--- src/rtl/dma_bus_requester_pkg.sv ---
// Shared bus-control definitions for the 68000 DMA bus requester:
// FSM encoding, tenure/holdoff defaults, bus levels and output decode.
package dma_bus_requester_pkg;

    typedef enum logic [2:0] {
        ST_IDLE      = 3'd0,
        ST_REQUEST   = 3'd1,
        ST_WAIT_FREE = 3'd2,
        ST_OWN       = 3'd3,
        ST_RELEASE   = 3'd4,
        ST_NEGATE    = 3'd5,
        ST_HOLDOFF   = 3'd6
    } state_e;

    localparam logic [7:0] MAX_TENURE_DEF = 8'd64;
    localparam logic [3:0] HOLDOFF_DEF    = 4'd4;

    localparam logic SYNC_RESET_VAL = 1'b1;
    localparam logic BUS_ASSERTED_N = 1'b0;
    localparam logic BUS_NEGATED_N  = 1'b1;

    typedef struct packed {
        logic dma_gnt;
        logic br_n_out;
        logic br_n_oe;
        logic bgack_n_out;
        logic bgack_n_oe;
    } bus_outs_t;

    localparam bus_outs_t OUTS_RELEASED = '{
        dma_gnt:     1'b0,
        br_n_out:    BUS_NEGATED_N,
        br_n_oe:     1'b0,
        bgack_n_out: BUS_NEGATED_N,
        bgack_n_oe:  1'b0
    };

    // Output values for the state being entered; BR and BGACK drive sets are disjoint.
    function automatic bus_outs_t decode_outs(input state_e nxt, input logic was_own);
        bus_outs_t o;
        o = OUTS_RELEASED;
        case (nxt)
            ST_REQUEST, ST_WAIT_FREE: begin
                o.br_n_out = BUS_ASSERTED_N;
                o.br_n_oe  = 1'b1;
            end
            ST_OWN: begin
                o.bgack_n_out = BUS_ASSERTED_N;
                o.bgack_n_oe  = 1'b1;
                o.dma_gnt     = was_own;
            end
            ST_RELEASE: begin
                o.bgack_n_out = BUS_ASSERTED_N;
                o.bgack_n_oe  = 1'b1;
            end
            ST_NEGATE: begin
                o.bgack_n_out = BUS_NEGATED_N;
                o.bgack_n_oe  = 1'b1;
            end
            ST_IDLE, ST_HOLDOFF: begin
                o = OUTS_RELEASED;
            end
            default: begin
                o = OUTS_RELEASED;
            end
        endcase
        return o;
    endfunction

endpackage

--- src/rtl/dma_bus_requester_if.sv ---
// Local DMA handshake plus 68000 arbitration pins of the bus requester.
interface dma_bus_requester_if;

    logic DMA_REQ;
    logic DMA_BUSY;
    logic DMA_GNT;
    logic BG_n_IN;
    logic BGACK_n_IN;
    logic AS_n_IN;
    logic DTACK_n_IN;
    logic BR_n_OUT;
    logic BR_n_OE;
    logic BGACK_n_OUT;
    logic BGACK_n_OE;

    modport master (
        input  DMA_REQ, DMA_BUSY, BG_n_IN, BGACK_n_IN, AS_n_IN, DTACK_n_IN,
        output DMA_GNT, BR_n_OUT, BR_n_OE, BGACK_n_OUT, BGACK_n_OE
    );

    modport slave (
        output DMA_REQ, DMA_BUSY, BG_n_IN, BGACK_n_IN, AS_n_IN, DTACK_n_IN,
        input  DMA_GNT, BR_n_OUT, BR_n_OE, BGACK_n_OUT, BGACK_n_OE
    );

endinterface

--- src/rtl/dma_bus_requester_sync2.sv ---
// Two-flop synchronizer for an asynchronous active-low bus line; resets to
// the negated level so a reset never looks like a bus event.
module dma_bus_requester_sync2
    import dma_bus_requester_pkg::*;
(
    input  logic clk,
    input  logic rst_n,
    input  logic d,
    output logic q
);

    logic meta_r;
    logic sync_r;

    // two-stage capture of the asynchronous input
    always_ff @(posedge clk or negedge rst_n) begin
        if (!rst_n) begin
            meta_r <= SYNC_RESET_VAL;
            sync_r <= SYNC_RESET_VAL;
        end else begin
            meta_r <= d;
            sync_r <= meta_r;
        end
    end

    assign q = sync_r;

endmodule

--- src/rtl/dma_bus_requester.sv ---
// 68000 bus requester for a local DMA engine: BR/BG/BGACK arbitration with
// bounded tenure, graceful release and a holdoff before re-requesting.
module dma_bus_requester
    import dma_bus_requester_pkg::*;
#(
    parameter logic [7:0] MAX_TENURE = MAX_TENURE_DEF,
    parameter logic [3:0] HOLDOFF    = HOLDOFF_DEF
) (
    input  logic                C7M,
    input  logic                RESET_n,
    dma_bus_requester_if.master bus
);

    logic bg_n_s;
    logic bgack_n_s;
    logic as_n_s;
    logic dtack_n_s;

    dma_bus_requester_sync2 u_sync_bg (
        .clk   (C7M),
        .rst_n (RESET_n),
        .d     (bus.BG_n_IN),
        .q     (bg_n_s)
    );

    dma_bus_requester_sync2 u_sync_bgack (
        .clk   (C7M),
        .rst_n (RESET_n),
        .d     (bus.BGACK_n_IN),
        .q     (bgack_n_s)
    );

    dma_bus_requester_sync2 u_sync_as (
        .clk   (C7M),
        .rst_n (RESET_n),
        .d     (bus.AS_n_IN),
        .q     (as_n_s)
    );

    dma_bus_requester_sync2 u_sync_dtack (
        .clk   (C7M),
        .rst_n (RESET_n),
        .d     (bus.DTACK_n_IN),
        .q     (dtack_n_s)
    );

    state_e     state_r;
    state_e     state_nxt_s;
    logic [7:0] tenure_r;
    logic [7:0] tenure_nxt_s;
    logic [7:0] tenure_inc_s;
    logic [3:0] hold_r;
    logic [3:0] hold_nxt_s;
    logic [3:0] hold_inc_s;
    bus_outs_t  outs_r;
    bus_outs_t  outs_nxt_s;

    // Counters exit on their incremented value so the state leaves on the
    // same edge the count is reached: exactly MAX_TENURE / HOLDOFF cycles.
    always_comb begin
        state_nxt_s  = state_r;
        tenure_nxt_s = tenure_r;
        hold_nxt_s   = hold_r;
        tenure_inc_s = (tenure_r >= MAX_TENURE) ? tenure_r : tenure_r + 8'd1;
        hold_inc_s   = (hold_r >= HOLDOFF) ? hold_r : hold_r + 4'd1;

        case (state_r)
            ST_IDLE: begin
                tenure_nxt_s = 8'd0;
                hold_nxt_s   = 4'd0;
                if (bus.DMA_REQ && bgack_n_s) begin
                    state_nxt_s = ST_REQUEST;
                end else begin
                    state_nxt_s = ST_IDLE;
                end
            end
            ST_REQUEST: begin
                if (!bus.DMA_REQ) begin
                    state_nxt_s = ST_IDLE;
                end else if (!bg_n_s) begin
                    state_nxt_s = ST_WAIT_FREE;
                end else begin
                    state_nxt_s = ST_REQUEST;
                end
            end
            ST_WAIT_FREE: begin
                if (as_n_s && dtack_n_s && bgack_n_s) begin
                    state_nxt_s  = ST_OWN;
                    tenure_nxt_s = 8'd0;
                end else begin
                    state_nxt_s = ST_WAIT_FREE;
                end
            end
            ST_OWN: begin
                tenure_nxt_s = tenure_inc_s;
                if (!bus.DMA_REQ || (tenure_inc_s >= MAX_TENURE)) begin
                    state_nxt_s = ST_RELEASE;
                end else begin
                    state_nxt_s = ST_OWN;
                end
            end
            ST_RELEASE: begin
                if (!bus.DMA_BUSY) begin
                    state_nxt_s = ST_NEGATE;
                end else begin
                    state_nxt_s = ST_RELEASE;
                end
            end
            ST_NEGATE: begin
                hold_nxt_s  = 4'd0;
                state_nxt_s = ST_HOLDOFF;
            end
            ST_HOLDOFF: begin
                hold_nxt_s = hold_inc_s;
                if (hold_inc_s >= HOLDOFF) begin
                    state_nxt_s = ST_IDLE;
                end else begin
                    state_nxt_s = ST_HOLDOFF;
                end
            end
            default: begin
                state_nxt_s  = ST_IDLE;
                tenure_nxt_s = 8'd0;
                hold_nxt_s   = 4'd0;
            end
        endcase

        outs_nxt_s = decode_outs(state_nxt_s, state_r == ST_OWN);
    end

    // state, counters and registered bus outputs
    always_ff @(posedge C7M or negedge RESET_n) begin
        if (!RESET_n) begin
            state_r  <= ST_IDLE;
            tenure_r <= 8'd0;
            hold_r   <= 4'd0;
            outs_r   <= OUTS_RELEASED;
        end else begin
            state_r  <= state_nxt_s;
            tenure_r <= tenure_nxt_s;
            hold_r   <= hold_nxt_s;
            outs_r   <= outs_nxt_s;
        end
    end

    assign bus.DMA_GNT     = outs_r.dma_gnt;
    assign bus.BR_n_OUT    = outs_r.br_n_out;
    assign bus.BR_n_OE     = outs_r.br_n_oe;
    assign bus.BGACK_n_OUT = outs_r.bgack_n_out;
    assign bus.BGACK_n_OE  = outs_r.bgack_n_oe;

endmodule
--- src/flat_wrapper.sv ---
// flat-port wrapper written by rule: the top's interface ports become plain ports
module dma_bus_requester_flat import dma_bus_requester_pkg::*;
#(
    parameter logic [7:0] MAX_TENURE = MAX_TENURE_DEF,
    parameter logic [3:0] HOLDOFF    = HOLDOFF_DEF
)
  (C7M, RESET_n, bus_DMA_REQ, bus_DMA_BUSY, bus_BG_n_IN, bus_BGACK_n_IN, bus_AS_n_IN, bus_DTACK_n_IN, bus_DMA_GNT, bus_BR_n_OUT, bus_BR_n_OE, bus_BGACK_n_OUT, bus_BGACK_n_OE);
  dma_bus_requester_if bus_i ();
  input  logic C7M;
  input  logic RESET_n;
  input wire logic [$bits(bus_i.DMA_REQ)-1:0] bus_DMA_REQ;
  input wire logic [$bits(bus_i.DMA_BUSY)-1:0] bus_DMA_BUSY;
  input wire logic [$bits(bus_i.BG_n_IN)-1:0] bus_BG_n_IN;
  input wire logic [$bits(bus_i.BGACK_n_IN)-1:0] bus_BGACK_n_IN;
  input wire logic [$bits(bus_i.AS_n_IN)-1:0] bus_AS_n_IN;
  input wire logic [$bits(bus_i.DTACK_n_IN)-1:0] bus_DTACK_n_IN;
  output wire logic [$bits(bus_i.DMA_GNT)-1:0] bus_DMA_GNT;
  output wire logic [$bits(bus_i.BR_n_OUT)-1:0] bus_BR_n_OUT;
  output wire logic [$bits(bus_i.BR_n_OE)-1:0] bus_BR_n_OE;
  output wire logic [$bits(bus_i.BGACK_n_OUT)-1:0] bus_BGACK_n_OUT;
  output wire logic [$bits(bus_i.BGACK_n_OE)-1:0] bus_BGACK_n_OE;
  assign bus_i.DMA_REQ = bus_DMA_REQ;
  assign bus_i.DMA_BUSY = bus_DMA_BUSY;
  assign bus_i.BG_n_IN = bus_BG_n_IN;
  assign bus_i.BGACK_n_IN = bus_BGACK_n_IN;
  assign bus_i.AS_n_IN = bus_AS_n_IN;
  assign bus_i.DTACK_n_IN = bus_DTACK_n_IN;
  assign bus_DMA_GNT = bus_i.DMA_GNT;
  assign bus_BR_n_OUT = bus_i.BR_n_OUT;
  assign bus_BR_n_OE = bus_i.BR_n_OE;
  assign bus_BGACK_n_OUT = bus_i.BGACK_n_OUT;
  assign bus_BGACK_n_OE = bus_i.BGACK_n_OE;
  dma_bus_requester #(.MAX_TENURE(MAX_TENURE), .HOLDOFF(HOLDOFF)) u_core (.C7M(C7M), .RESET_n(RESET_n), .bus(bus_i));
endmodule
--- config.mk ---
export PLATFORM = sky130hd
export DESIGN_NAME = dma_bus_requester_flat
export DESIGN_NICKNAME = d
export VERILOG_FILES = /design/src/rtl/dma_bus_requester_pkg.sv /design/src/rtl/dma_bus_requester_if.sv /design/src/rtl/dma_bus_requester_sync2.sv /design/src/rtl/dma_bus_requester.sv /design/src/flat_wrapper.sv
export SDC_FILE = /design/constraint.sdc
export NUM_CORES = 1
export LEC_CHECK = 0
export BUFFER_PORTS_ARGS = -buffer_cell sky130_fd_sc_hd__clkbuf_2
export CAP_MARGIN = 20
export CORE_ASPECT_RATIO = 0.75
export CORE_MARGIN = 2
export CORE_UTILIZATION = 54
export CTS_BUF_LIST = sky130_fd_sc_hd__clkbuf_8
export DETAILED_ROUTE_END_ITERATION = 8
export HOLD_SLACK_MARGIN = 0.06
export PLACE_DENSITY = 0.78
export SLEW_MARGIN = 10
export SYNTH_ARGS = -nofsm -noshare
export SYNTH_HDL_FRONTEND = slang
export SYNTH_SLANG_ARGS = --single-unit
--- constraint.sdc ---
create_clock -name C7M -period 1.4 [get_ports C7M]
set_input_delay 0.14 -clock C7M [delete_from_list [all_inputs] [get_ports C7M]]
set_output_delay 0.14 -clock C7M [all_outputs]
set_load 0.01 [all_outputs]
==> results.md, run 1 <==
- Die ar.: 2710 µm²
- Power per cell area: 1870 nW/µm²
- CP Capture Type: flip-flop
- Pin count of the biggest net entering global routing: 29
- Worst Setup Slack, final: -0.129 ns
- Lkg Pwr: 0.766 nW
- Post-Synth Simple-Gate Area: 17.8%
- Fin. Hold Viols: 0
- Main combinational cell family by area after synthesis: simple AND/OR/NAND/NOR gates
- Post-Syn Area: 1240 µm²
- Util after Layout: 74.2%
- DRC viols: 0
- Vias in the first global route: 927
- Worst-skew pair later-pin latency: 0.27 ns
- Total power: 3.10 mW
- Inserted Clock Buffers: 3
- DRT iter0 DRCs: 23
- Congestion Overflow GR: 0
- Critical path's largest stage delay: 0.46 ns
- Setup Skew: 0.0110 ns
- Min cycle time layout: 1.53 ns
- Mux cell area share after synthesis: 2.52%
- Asr flop ratio synth: 100%
- Failing checks: setup timing
- Fin crit share: 109%
- Wire per inst: 15.9 µm
- Core area: 2230 µm²
- Worst endpoint required time: 1.60 ns
- Clk root buf: clkbuf_8
- Post-synth cell types: 34
- Initial core utilization: 55.7%
- CTS tree: done
- H-tree depth: 1
- Reg-to-Reg Start: u_core.state_r[0]
- R2r endpoint: u_core.bus.BGACK_n_OUT
- Detailed Routing Iterations Pass 1: 4
- MaxCap Viol Count: 0
- Yosys reg bits: 28
- Worst-path clk slew: 0.09 ns
- Final ANT Viol Nets: 0
- Post-synth top flop: dfrtp_1
- Rel. slew slack: 56.7%
- Vias per cell: 5.83
- EDFF count, synth: 0
- Initial antenna violation count: 0
- DPL Wire Length: 1.77 mm
- Final setup fails: 10
- Placer Congestion: 0.880
- Ant. Diodes: 0
- First-pass GRT wire length: 4.02 mm
- VDD IR max: 1.01 mV
- Fraction of layout instances using a drive strength above 1: 47.0%
- Sequential fraction of the synthesis area: 57.3%
- Die width: 59.4 µm
- Reg2reg path depth: 6
- Outcome: complete, but fails checks
- Post-synthesis cell count: 112
- IO buf count: 12
- Critical Path AT: 1.73 ns
- Area growth syn-to-layout: 33.2%
- Clk buf depth: 2
- Slew Viols, Final: 0
- Hold Path Class: input pin to flip-flop
- Nets: 160
- Ys Warns: 0
- CP Cell Sequence: buf_4, nor4_1, o21ai_1, o21ai_1, o21ai_0, o21ai_0
- Top-Level Pins: 13
- Net count after synthesis: 122
- Post-synthesis adder-cell area fraction: 2.01%
- Commonest cells after routing, fill and taps aside: 16 x buf_4, 15 x dfrtp_1, 12 x clkbuf_2
- Max Clock Freq: 0.654 GHz
- Die Y: 45.6 µm
- GRT Total Usage: 21.1%
- FP Rows: 15
- Mean post-synth cell area: 11.1 µm²
- CP Max Fanout: 5
- Slowest library cell on the worst path: dfrtp_2
- Synth Area in XOR/XNOR: 2.11%
- Crit path kind: flip-flop to flip-flop
- Most common cell after layout, fill and taps aside: buf_4
- Clock sinks: 28
- Crit path from: u_core.state_r[0]
- Unrepaired setup endpoints after global routing: yes
- Worst-Margin Slew: 0.649 ns
- Setup crit end: u_core.bus.BGACK_n_OUT
- Via count: 1,015
- Worst reg-to-reg setup slack: -0.13 ns
- Critical Path Start Type: flip-flop
- Detailed Route WL: 2.76 mm
- Compound-gate portion of the synthesized area: 14.6%
-- power breakdown --
part           leakage (nW)  internal [mW]  switching, mW
Combinational         0.395          0.744          0.784
Sequential            0.345          0.996          0.150
Clock                0.0269          0.197          0.233
Total                 0.766           1.94           1.17
-- critical path: cells and delay by family (launching register included) --
family / cells / cell delay (ns)
DFF: 1 / 0.46
buffers and inverters: 1 / 0.16
and+or+nand+nor: 1 / 0.29
AOI/OAI and AO/OA: 4 / 0.55
-- cells by family after synthesis --
| logic type | after synthesis |
|---|---|
| and+or+nand+nor | 40 |
| DFF | 28 |
| AOI/OAI and AO/OA | 27 |
| buffers and inverters | 9 |
| xor gates and xnor gates | 3 |
| muxes | 3 |
| adders and majority gates | 2 |
-- metrics by stage --
stage	worst slack [ns]	hold slack, ns	std cells	setup TNS (ns)	area [µm²]
floorplan	-0.00785	-0.156	112	-0.0167	1270
global placement	-0.0777	0.191	159	-0.329	1440
detailed placement	-0.168	0.201	159	-0.699	1440
CTS	-0.107	0.261	171	-0.597	1590
global route	-0.194	0.260	174	-1.30	1660
finish	-0.129	0.264	174	-0.890	1660
-- worst min-delay path by stage --
stage | startpoint | end | slack [ns] | cells after the start
2_1_floorplan | RESET_n | u_core.bus.BGACK_n_OE | -0.16 | 0
3_3_place_gp | RESET_n | u_core.bus.DMA_GNT | 0.19 | 1
3_5_place_dp | RESET_n | u_core.bus.DMA_GNT | 0.20 | 1
4_1_cts | bus_DMA_BUSY | u_core.state_r[0] | 0.26 | 3
5_1_grt | bus_DMA_BUSY | u_core.state_r[0] | 0.26 | 3
6_report | bus_DMA_BUSY | u_core.state_r[0] | 0.26 | 3
-- synthesized netlist by cell type, types with 2 or more instances --
master     n  area share, %
a21oi_1    5            2.0
mux2i_1    2            1.6
nand3_1    6            2.4
o21ai_0   14            5.6
dfstp_2   10             21
or3_1      4            2.0
nor2_1    10            3.0
inv_1      5            1.5
ha_1       2            2.0
nand2b_1   2            1.0
and3_1     4            2.0
nand2_1    5            1.5
buf_4      3            1.8
xor2_1     2            1.4
a31oi_1    2            1.0
dfrtp_1   18             36
-- repair_timing --
item | CTS | global route
pin swaps | 3 | 2
endpoints found under the setup margin | 9 | 13
setup buffers | 2 | 3
cloned | 1 | 0
hold buffers | 5 | 0
resized for setup | 8 | 15
hold endpoints to repair | 22 | 0
-- registers in the layout, indices dropped and copies added, names as in the netlist --
register	cells
u_core.u_sync_dtack.q	1
u_core.u_sync_dtack.meta_r	1
u_core.u_sync_as.q	1
u_core.u_sync_bgack.q	1
u_core.bus.DMA_GNT	1
u_core.u_sync_as.meta_r	1
u_core.hold_r	4
u_core.u_sync_bgack.meta_r	1
u_core.u_sync_bg.meta_r	1
u_core.bus.BR_n_OUT	1
u_core.tenure_r	8
u_core.bus.BGACK_n_OUT	1
u_core.state_r	3
u_core.u_sync_bg.q	1
u_core.bus.BR_n_OE	1
u_core.bus.BGACK_n_OE	1
-- final cells by class --
class | count | area, µm²
inverters | 6 | 22.5
clock inverters | 1 | 3.75
repair buffers | 35 | 253
well taps | 25 | 31.3
multi-input cells | 76 | 588
fillers | 145 | 577
flip-flops and latches | 28 | 717
clock buffers | 3 | 41.3
-- per-layer routing --
metal	global-route usage, %	wire length [µm]
met2	34.9	1380
met5	0	0
met3	5.97	119
met4	10.9	59
met1	25.3	1210
No activity file was read; power rests on OpenSTA's default activity.
==> run 2, diff against run 1 <==
SYNTH_HIERARCHICAL = 1   (was not set)
==> run 2 against run 1 <==
Against the previous run: the flow still finishes with violations (setup timing); power down 0.25%; die area increased by 5.4%; clock skew fell by 0.00074 ns; clock power rose by 47%; critical path type unchanged; design area is 3.5% higher; synthesized cell count is 8.9% higher; non-clock buffer count rose by 2.
==> results.md, run 2 <==
- Outcome: complete, but fails checks
- Failing checks: setup timing
- Mean post-synth cell area: 10.8 µm² (-2.8%)
- Placer Congestion: 0.873 (-0.81%)
- Fraction of layout instances using a drive strength above 1: 38.6% (-8.4 points)
- Reg with most FFs: u_core/tenure_r
- Via count: 1,123 (+11%)
- DPL Wire Length: 1.95 mm (+10%)
- Net count after synthesis: 132 (+8.2%)
- Die ar.: 2850 µm² (+5.4%)
- IO buf count: 12 (unchanged)
- Fin crit share: 107% (-2.7 points)
- Die Y: 46.8 µm (+2.6%)
- Worst endpoint required time: 1.63 ns (+0.03 ns)
- CP Cell Sequence: and4b_4, buf_4, a21oi_1, o21ai_1, a31o_2
- Reg-to-Reg Start: u_core/u_sync_dtack/q
- Initial core utilization: 57.0% (+1.3 points)
- Util after Layout: 74.3% (+0.081 points)
- Detailed Route WL: 3.03 mm (+9.7%)
- Clock network fraction of total power: 20.4% (+6.6 points)
- Fin. Hold Viols: 0 (unchanged)
- Unrepaired setup endpoints after global routing: yes
- Vias in the first global route: 1,056 (+14%)
- Critical Path Start Type: flip-flop
- Worst-Margin Slew: 0.644 ns (-0.00508 ns)
- Worst Setup Slack, final: -0.0910 ns (+0.0382 ns)
- Top-Level Pins: 13 (unchanged)
- Nets: 169 (+5.6%)
- Post-synth top flop: dfrtp_1
- Ant. Diodes: 0 (unchanged)
- Lkg Pwr: 0.775 nW (+1.1%)
- GRT Total Usage: 23.5% (+2.4 points)
- Area fraction of the dominant cell type after synthesis: 34.2% (-2.0 points)
- Max reg flops: 8 (unchanged)
- Worst reg-to-reg setup slack: -0.09 ns (+0.04 ns)
- Post-Syn Area: 1320 µm² (+5.8%)
- DRT iter0 DRCs: 55 (+140%)
- Rel. slew slack: 57.1% (+0.34 points)
- Most common cell after layout, fill and taps aside: buf_4
- Crit path from: u_core/u_sync_dtack/q
- Initial antenna violation count: 0 (unchanged)
- Max Clock Freq: 0.671 GHz (+2.6%)
- CTS tree: done
- CP Capture Type: flip-flop
- R2r endpoint: u_core/bus.BR_n_OE
- EDFF count, synth: 0 (unchanged)
- Pin count of the biggest net entering global routing: 29 (unchanged)
- MaxCap Viol Count: 0 (unchanged)
- Clock sinks: 28 (unchanged)
- DP Worst Slack: -0.190 ns (-0.0227 ns)
- Final ANT Viol Nets: 0 (unchanged)
- Wire per inst: 15.8 µm (-0.62%)
- Placed insts: 178 (+12%)
- DP Area: 1510 µm² (+5.0%)
- H-tree depth: 1 (unchanged)
- Int Power: 2.03 mW (+4.7%)
- Slowest library cell on the worst path: dfstp_2
- Inserted Clock Buffers: 3 (unchanged)
- Critical Path AT: 1.72 ns (about the same)
- Fin cells: 192 (+10%)
- Sequential fraction of the synthesis area: 54.2% (-3.2 points)
- Area growth syn-to-layout: 30.2%
- Final instance area: 1710 µm² (+3.5%)
- Slew Viols, Final: 0 (unchanged)
- Yosys reg bits: 28 (unchanged)
- Net Sw Power: 1.07 mW (-8.5%)
- Reg2reg path depth: 5 (-1)
- Setup crit end: u_core/bus.BR_n_OE
- Crit path kind: flip-flop to flip-flop
- Worst-path clk slew: 0.10 ns (about the same)
- VDD IR max: 0.969 mV (-4.5%)
- Multi-input logic area: 607 µm² (+3.2%)
- Switching Share: 34.5% (-3.1 points)
- Detailed Routing Iterations Pass 1: 4 (unchanged)
- Post-synth cell types: 41 (+21%)
- Commonest cells after routing, fill and taps aside: 19 x buf_4, 17 x dfrtp_1, 12 x clkbuf_2
- Final setup fails: 10 (unchanged)
- Power per cell area: 1810 nW/µm² (-3.6%)
- Post-synth top cells: 18 x dfrtp_1, 10 x dfstp_2, 10 x nor2_1, 9 x a21oi_1, 8 x nand3_1
- Critical path's largest stage delay: 0.54 ns (+0.08 ns)
- Setup Skew: 0.0102 ns (-0.000742 ns)
- FP Rows: 15 (unchanged)
- CP Max Fanout: 4 (-1)
- Asr flop ratio synth: 100% (unchanged)
- Register Area: 714 µm² (-0.35%)
- Regs by FF count: u_core/tenure_r x8, u_core/hold_r x4, u_core/state_r x3
- DRC viols: 0 (unchanged)
- Logic pwr share: 45.3% (-3.9 points)
- Hold Path Class: input pin to flip-flop
- Filler cell count: 155 (+6.9%)
- First-pass GRT wire length: 4.69 mm (+17%)
- Sequential power share: 34.4% (-2.5 points)
- Ys Warns: 6 (+6)
- Clk root buf: clkbuf_8
- Worst-skew pair later-pin latency: 0.28 ns (about the same)
- Min cycle time layout: 1.49 ns (-0.0382 ns)
- Post-synthesis cell count: 122 (+8.9%)
- Most frequent cell after synthesis: dfrtp_1
- Congestion Overflow GR: 0 (unchanged)
- Area contributors post-synth: dfrtp_1 34%, dfstp_2 20%, a21oi_1 3.4%
- Vias per cell: 5.85 (+0.27%)
- Clk buf depth: 2 (unchanged)
- Cell taking the most area after synthesis: dfrtp_1
- Die width: 61.0 µm (+2.7%)
- Core area: 2310 µm² (+3.4%)
==> run 2: cell types whose count changed after synthesis, moves of 3 or more <==
cell	previous run	this run
a21oi_1	5	9
clkbuf_1	0	3
o21ai_0	14	7
buf_4	3	0
==> run 2: logic make-up (layout without fill, tap and decap cells) <==
| family | count (synthesis) | count (layout) | share of synthesized area (%) |
|---|---|---|---|
| xor+xnor | 1 | 1 | 0.666 |
| buf+inv | 10 | 45 | 3.61 |
| flops | 28 | 28 | 54.2 |
| mux | 3 | 3 | 2.38 |
| fa+ha+maj | 2 | 2 | 1.90 |
| compound gates | 36 | 37 | 18.3 |
| simple gates | 42 | 42 | 19.0 |
==> run 2: cell type report <==
class	count	share of cell area, %
Clock buffer	3	2.41
Clock inverter	1	1.75
Inverter	4	0.876
Multi-Input combinational cell	85	35.4
Sequential cell	28	41.7
Tap cell	34	2.48
Timing Repair Buffer	37	15.4
==> run 2: metrics by stage <==
step | hold slack (ns) | power, mW | TNS (ns)
5_1_grt | 0.210 | 3.26 | -1.16
6_report | 0.192 | 3.10 | -0.634
3_5_place_dp | 0.208 | 2.20 | -0.782
2_1_floorplan | -0.156 | 1.79 | -0.241
4_1_cts | 0.181 | 2.99 | -0.449
3_3_place_gp | 0.198 | 2.15 | -0.346
==> run 2: how the worst min path moves through the flow <==
stage / slack (ns) / end / depth (start not counted) / from
final: 0.19 / u_core/bus.BR_n_OUT / 3 / bus_DMA_REQ
after global routing: 0.21 / u_core/bus.BR_n_OUT / 3 / bus_DMA_REQ
after CTS: 0.18 / u_core/bus.BR_n_OUT / 3 / bus_DMA_REQ
after detailed placement: 0.21 / u_core/bus.DMA_GNT / 1 / RESET_n
after global placement: 0.20 / u_core/bus.BR_n_OE / 1 / RESET_n
after floorplan: -0.16 / u_core/bus.BGACK_n_OE / 0 / RESET_n
==> run 2: power by group through the flow <==
stage / combinational, mW / sequential, mW / clock, mW
2_1_floorplan: 0.719 / 1.07 / 0
4_1_cts: 1.29 / 1.06 / 0.642
5_1_grt: 1.50 / 1.08 / 0.679
3_3_place_gp: 1.09 / 1.06 / 0
3_5_place_dp: 1.13 / 1.07 / 0
6_report: 1.40 / 1.06 / 0.630
==> run 2: routing by layer <==
| layer | vias up | part of all wire [%] | track usage [%] | routed length (µm) |
|---|---|---|---|---|
| met3 | 6 | 7.3 | 6.06 | 220 |
| li1 | 519 | - | - | - |
| met1 | 543 | 40 | 29.2 | 1210 |
| met2 | 55 | 51 | 39.4 | 1550 |
| met5 | - | 0 | 0 | 0 |
| met4 | 0 | 1.4 | 10.4 | 41 |
==> run 2: worst max-delay path: cells and delay by family, from the launching register on <==
family	cells	cell delay [ns]
DFF	1	0.54
AOI/OAI and AO/OA	3	0.48
buffers and inverters	1	0.14
and+or+nand+nor	1	0.29
==> run 2: timing repair <==
item | CTS | global route
endpoints found under the hold margin | 22 | 0
hold buffers | 5 | 0
cloned | 1 | 0
resized for setup | 3 | 9
pin swaps | 4 | 1
endpoints found under the setup margin | 11 | 12
setup buffers | 4 | 0
==> run 3, diff against run 2 <==
ABC_AREA = 1   (was not set)
==> run 3 against run 2 <==
Against the previous run: the run still ends with setup timing left; area after synthesis grew 0.19%; largest power group unchanged; register-to-register slack gained 0.06 ns; core utilization grew 0.81 points; die area grew 0.18%; routed wire length shrank 4.3%.
==> results.md, run 3 <==
- Hold_sp: bus_DMA_BUSY
- Final ANT Viol Nets: 0 (unchanged)
- Max Clock Freq: 0.701 GHz (+4.5%)
- GRT Total Usage: 20.8% (-2.6 points)
- Fraction of layout instances using a drive strength above 1: 39.0% (+0.43 points)
- Rel. slew slack: 56.9% (-0.16 points)
- Yosys reg bits: 28 (unchanged)
- Clock sinks: 28 (unchanged)
- Post-Syn Area: 1320 µm² (+0.19%)
- EDFF count, synth: 0 (unchanged)
- Die Y: 46.8 µm (about the same)
- Outcome: complete, but fails checks
- Pin count of the biggest net entering global routing: 29 (unchanged)
- Mean post-synth cell area: 8.56 µm² (-21%)
- Wire per inst: 13.1 µm (-17%)
- Clk buf depth: 2 (unchanged)
- Most frequent cell after synthesis: nand2_1
- Area fraction of the dominant cell type after synthesis: 34.2% (-0.065 points)
- Ys Warns: 6 (unchanged)
- VDD IR max: 1.14 mV (+17%)
- Congestion Overflow GR: 0 (unchanged)
- Net Sw Power: 1.15 mW (+7.4%)
- Placed insts: 206 (+16%)
- Ant. Diodes: 0 (unchanged)
- IO buf count: 12 (unchanged)
- Min cycle time layout: 1.43 ns (-0.0639 ns)
- Detailed Routing Iterations Pass 1: 5 (+1)
- Filler cell count: 148 (-4.5%)
- Final setup fails: 3 (-7)
- Commonest cells after routing, fill and taps aside: 28 x nand2_1, 22 x inv_1, 18 x nor2_1
- Synth Area in XOR/XNOR: 1.99% (+1.3 points)
- CP Cell Sequence: buf_4, nand3_1, nor2_1, nor2_2, nand2_1, nor2_4, nand2_2, nand3_2, inv_1
- Net count after synthesis: 164 (+24%)
- Critical Path AT: 1.61 ns (-0.11 ns)
- Inserted Clock Buffers: 3 (unchanged)
- Slew Viols, Final: 0 (unchanged)
- MaxCap Viol Count: 0 (unchanged)
- CP Max Fanout: 5 (+1)
- Post-synthesis adder-cell area fraction: 1.90% (-0.0036 points)
- First-pass GRT wire length: 4.16 mm (-11%)
- Met1 WL: 1.13 mm (-7.2%)
- Main combinational cell family by area after synthesis: simple AND/OR/NAND/NOR gates
- Worst endpoint required time: 1.58 ns (-0.05 ns)
- Asr flop ratio synth: 100% (unchanged)
- Clk root buf: clkbuf_8
- Lkg Pwr: 0.891 nW (+15%)
- Max Used Layer: met4
- Sequential power share: 38.2% (+3.8 points)
- Power per cell area: 1660 nW/µm² (-8.3%)
- Cell taking the most area after synthesis: dfrtp_1
- R2r endpoint: u_core/bus.BR_n_OE
- Worst hold endpoint: u_core/bus.BGACK_n_OE
- Initial core utilization: 57.1% (+0.11 points)
- Via count: 1,165 (+3.7%)
- H-tree depth: 1 (unchanged)
- Met3 Wirelength: 202 µm (-8.2%)
- Switching Share: 40.0% (+5.5 points)
- Mux cell area share after synthesis: 0.759% (-1.6 points)
- Area growth syn-to-layout: 31.4%
- Vias in the first global route: 1,102 (+4.4%)
- Hold Path Class: input pin to flip-flop
- Fin crit share: 102% (-4.6 points)
- Critical path's largest stage delay: 0.47 ns (-0.07 ns)
- Worst reg-to-reg setup slack: -0.03 ns (+0.06 ns)
- DPL Wire Length: 1.82 mm (-6.9%)
- Crit path kind: flip-flop to flip-flop
- Post-synth top cells: 31 x nand2_1, 24 x nor2_1, 23 x inv_1, 18 x dfrtp_1, 12 x nand3_1
- DP Worst Slack: -0.0670 ns (+0.123 ns)
- Final instance area: 1730 µm² (+1.1%)
- Failing checks: setup timing
- Reg with most FFs: u_core/tenure_r
- DRC viols: 0 (unchanged)
- Worst-path clk slew: 0.09 ns (about the same)
- FP Rows: 15 (unchanged)
- Clock network fraction of total power: 17.0% (-3.4 points)
- Reg2reg path depth: 9 (+4)
- Most common cell after layout, fill and taps aside: nand2_1
- Worst Setup Slack, final: -0.0271 ns (+0.0639 ns)
- Post-synth top flop: dfrtp_1
- Die width: 61.1 µm (about the same)
- Slowest library cell on the worst path: dfrtp_2
- Int Power: 1.72 mW (-15%)
- Placer Congestion: 0.844 (-3.3%)
- Logic pwr share: 44.8% (-0.5 points)
- CTS tree: done
- Area contributors post-synth: dfrtp_1 34%, dfstp_2 20%, nand2_1 8.8%
- Nets: 198 (+17%)
- Vias per cell: 5.27 (-9.9%)
- Regs by FF count: u_core/tenure_r x8, u_core/hold_r x4, u_core/state_r x3
- Initial antenna violation count: 0 (unchanged)
- Post-synth cell types: 21 (-49%)
- DP Area: 1470 µm² (-2.7%)
- Fin cells: 221 (+15%)
- Detailed Route WL: 2.90 mm (-4.3%)
- Core area: 2310 µm² (unchanged)
- Setup Skew: 0.0103 ns (+0.0000703 ns)
- Hold path cells: 4 (+1)
- Max reg flops: 8 (unchanged)
- Unrepaired setup endpoints after global routing: yes
- Top-Level Pins: 13 (unchanged)
- Fin. Hold Viols: 0 (unchanged)
- Worst-Margin Slew: 0.646 ns (+0.00239 ns)
- Worst-skew pair later-pin latency: 0.28 ns (about the same)
- Post-synthesis cell count: 154 (+26%)
- CP Capture Type: flip-flop
- Post-Synth Simple-Gate Area: 29.9% (+11 points)
- Met2 Wirelength: 1.47 mm (-5.2%)
- Compound-gate portion of the synthesized area: 3.70% (-15 points)
- Sequential fraction of the synthesis area: 54.1% (-0.10 points)
- Critical Path Start Type: flip-flop
- Die ar.: 2860 µm² (+0.18%)
- DRT iter0 DRCs: 47 (-15%)
- Reg-to-Reg Start: u_core/state_r[0]
run 3: metal layers:
layer / vias to the layer above / global-route usage (%)
met5: - / 0
met4: 0 / 13.0
met3: 16 / 5.79
met2: 58 / 35.3
met1: 549 / 23.6
li1: 542 / -
run 3: worst max-delay path, delay by kind of cell (launching register included):
kind	cells	cell delay (ns)
buffers and inverters	2	0.19
DFF	1	0.47
and+or+nand+nor	7	0.67
run 3: layout make-up:
cell class	instances	area, µm²	area share, %
sequential	28	717	41.4
timing repair buffer	29	200	11.6
clock buffer	4	55.1	3.18
inverter	27	104	5.99
tap	34	42.5	2.45
multi-input combinational	99	614	35.5
run 3: power groups by stage:
stage | registers [mW] | clock network, mW | logic [mW]
finish | 1.10 | 0.487 | 1.29
floorplan | 1.10 | 0 | 0.695
global route | 1.11 | 0.547 | 1.42
global placement | 1.09 | 0 | 0.964
CTS | 1.09 | 0.504 | 1.08
detailed placement | 1.09 | 0 | 0.993
run 3: worst max path at each step:
stage / start / end / slack (ns) / cells past startpoint
finish: u_core/state_r[0] / u_core/bus.BR_n_OE / -0.03 / 9
global route: u_core/state_r[1] / u_core/bus.BGACK_n_OUT / -0.10 / 9
CTS: u_core/u_sync_dtack/q / u_core/tenure_r[2] / -0.02 / 8
detailed placement: u_core/tenure_r[1] / u_core/bus.BR_n_OE / -0.07 / 10
global placement: u_core/tenure_r[1] / u_core/bus.BR_n_OE / 0.03 / 10
floorplan: u_core/tenure_r[0] / u_core/bus.BR_n_OE / 0.03 / 10
run 3: cells by family (layout without fill, tap and decap cells):
family,Yosys count,in the layout
compound gates,9,9
xor+xnor,3,3
fa+ha+maj,2,2
buf+inv,27,60
flops,28,28
mux,1,1
simple gates,84,84
run 3: metrics by stage:
step,hold WS (ns),total power [mW],utilization [%],TNS [ns]
floorplan,-0.156,1.80,-,0
global placement,0.189,2.05,63.5,0
detailed placement,0.203,2.09,63.5,-0.144
CTS,0.146,2.67,70.1,-0.0172
global route,0.163,3.08,75.1,-0.461
finish,0.161,2.87,75.1,-0.0649
run 3: timing repair:
item,4_1_cts,5_1_grt
endpoints found under the hold margin,22,0
setup buffers,3,3
endpoints found under the setup margin,5,11
pin swaps,6,16
hold buffers,5,0
gates resized for setup,8,23
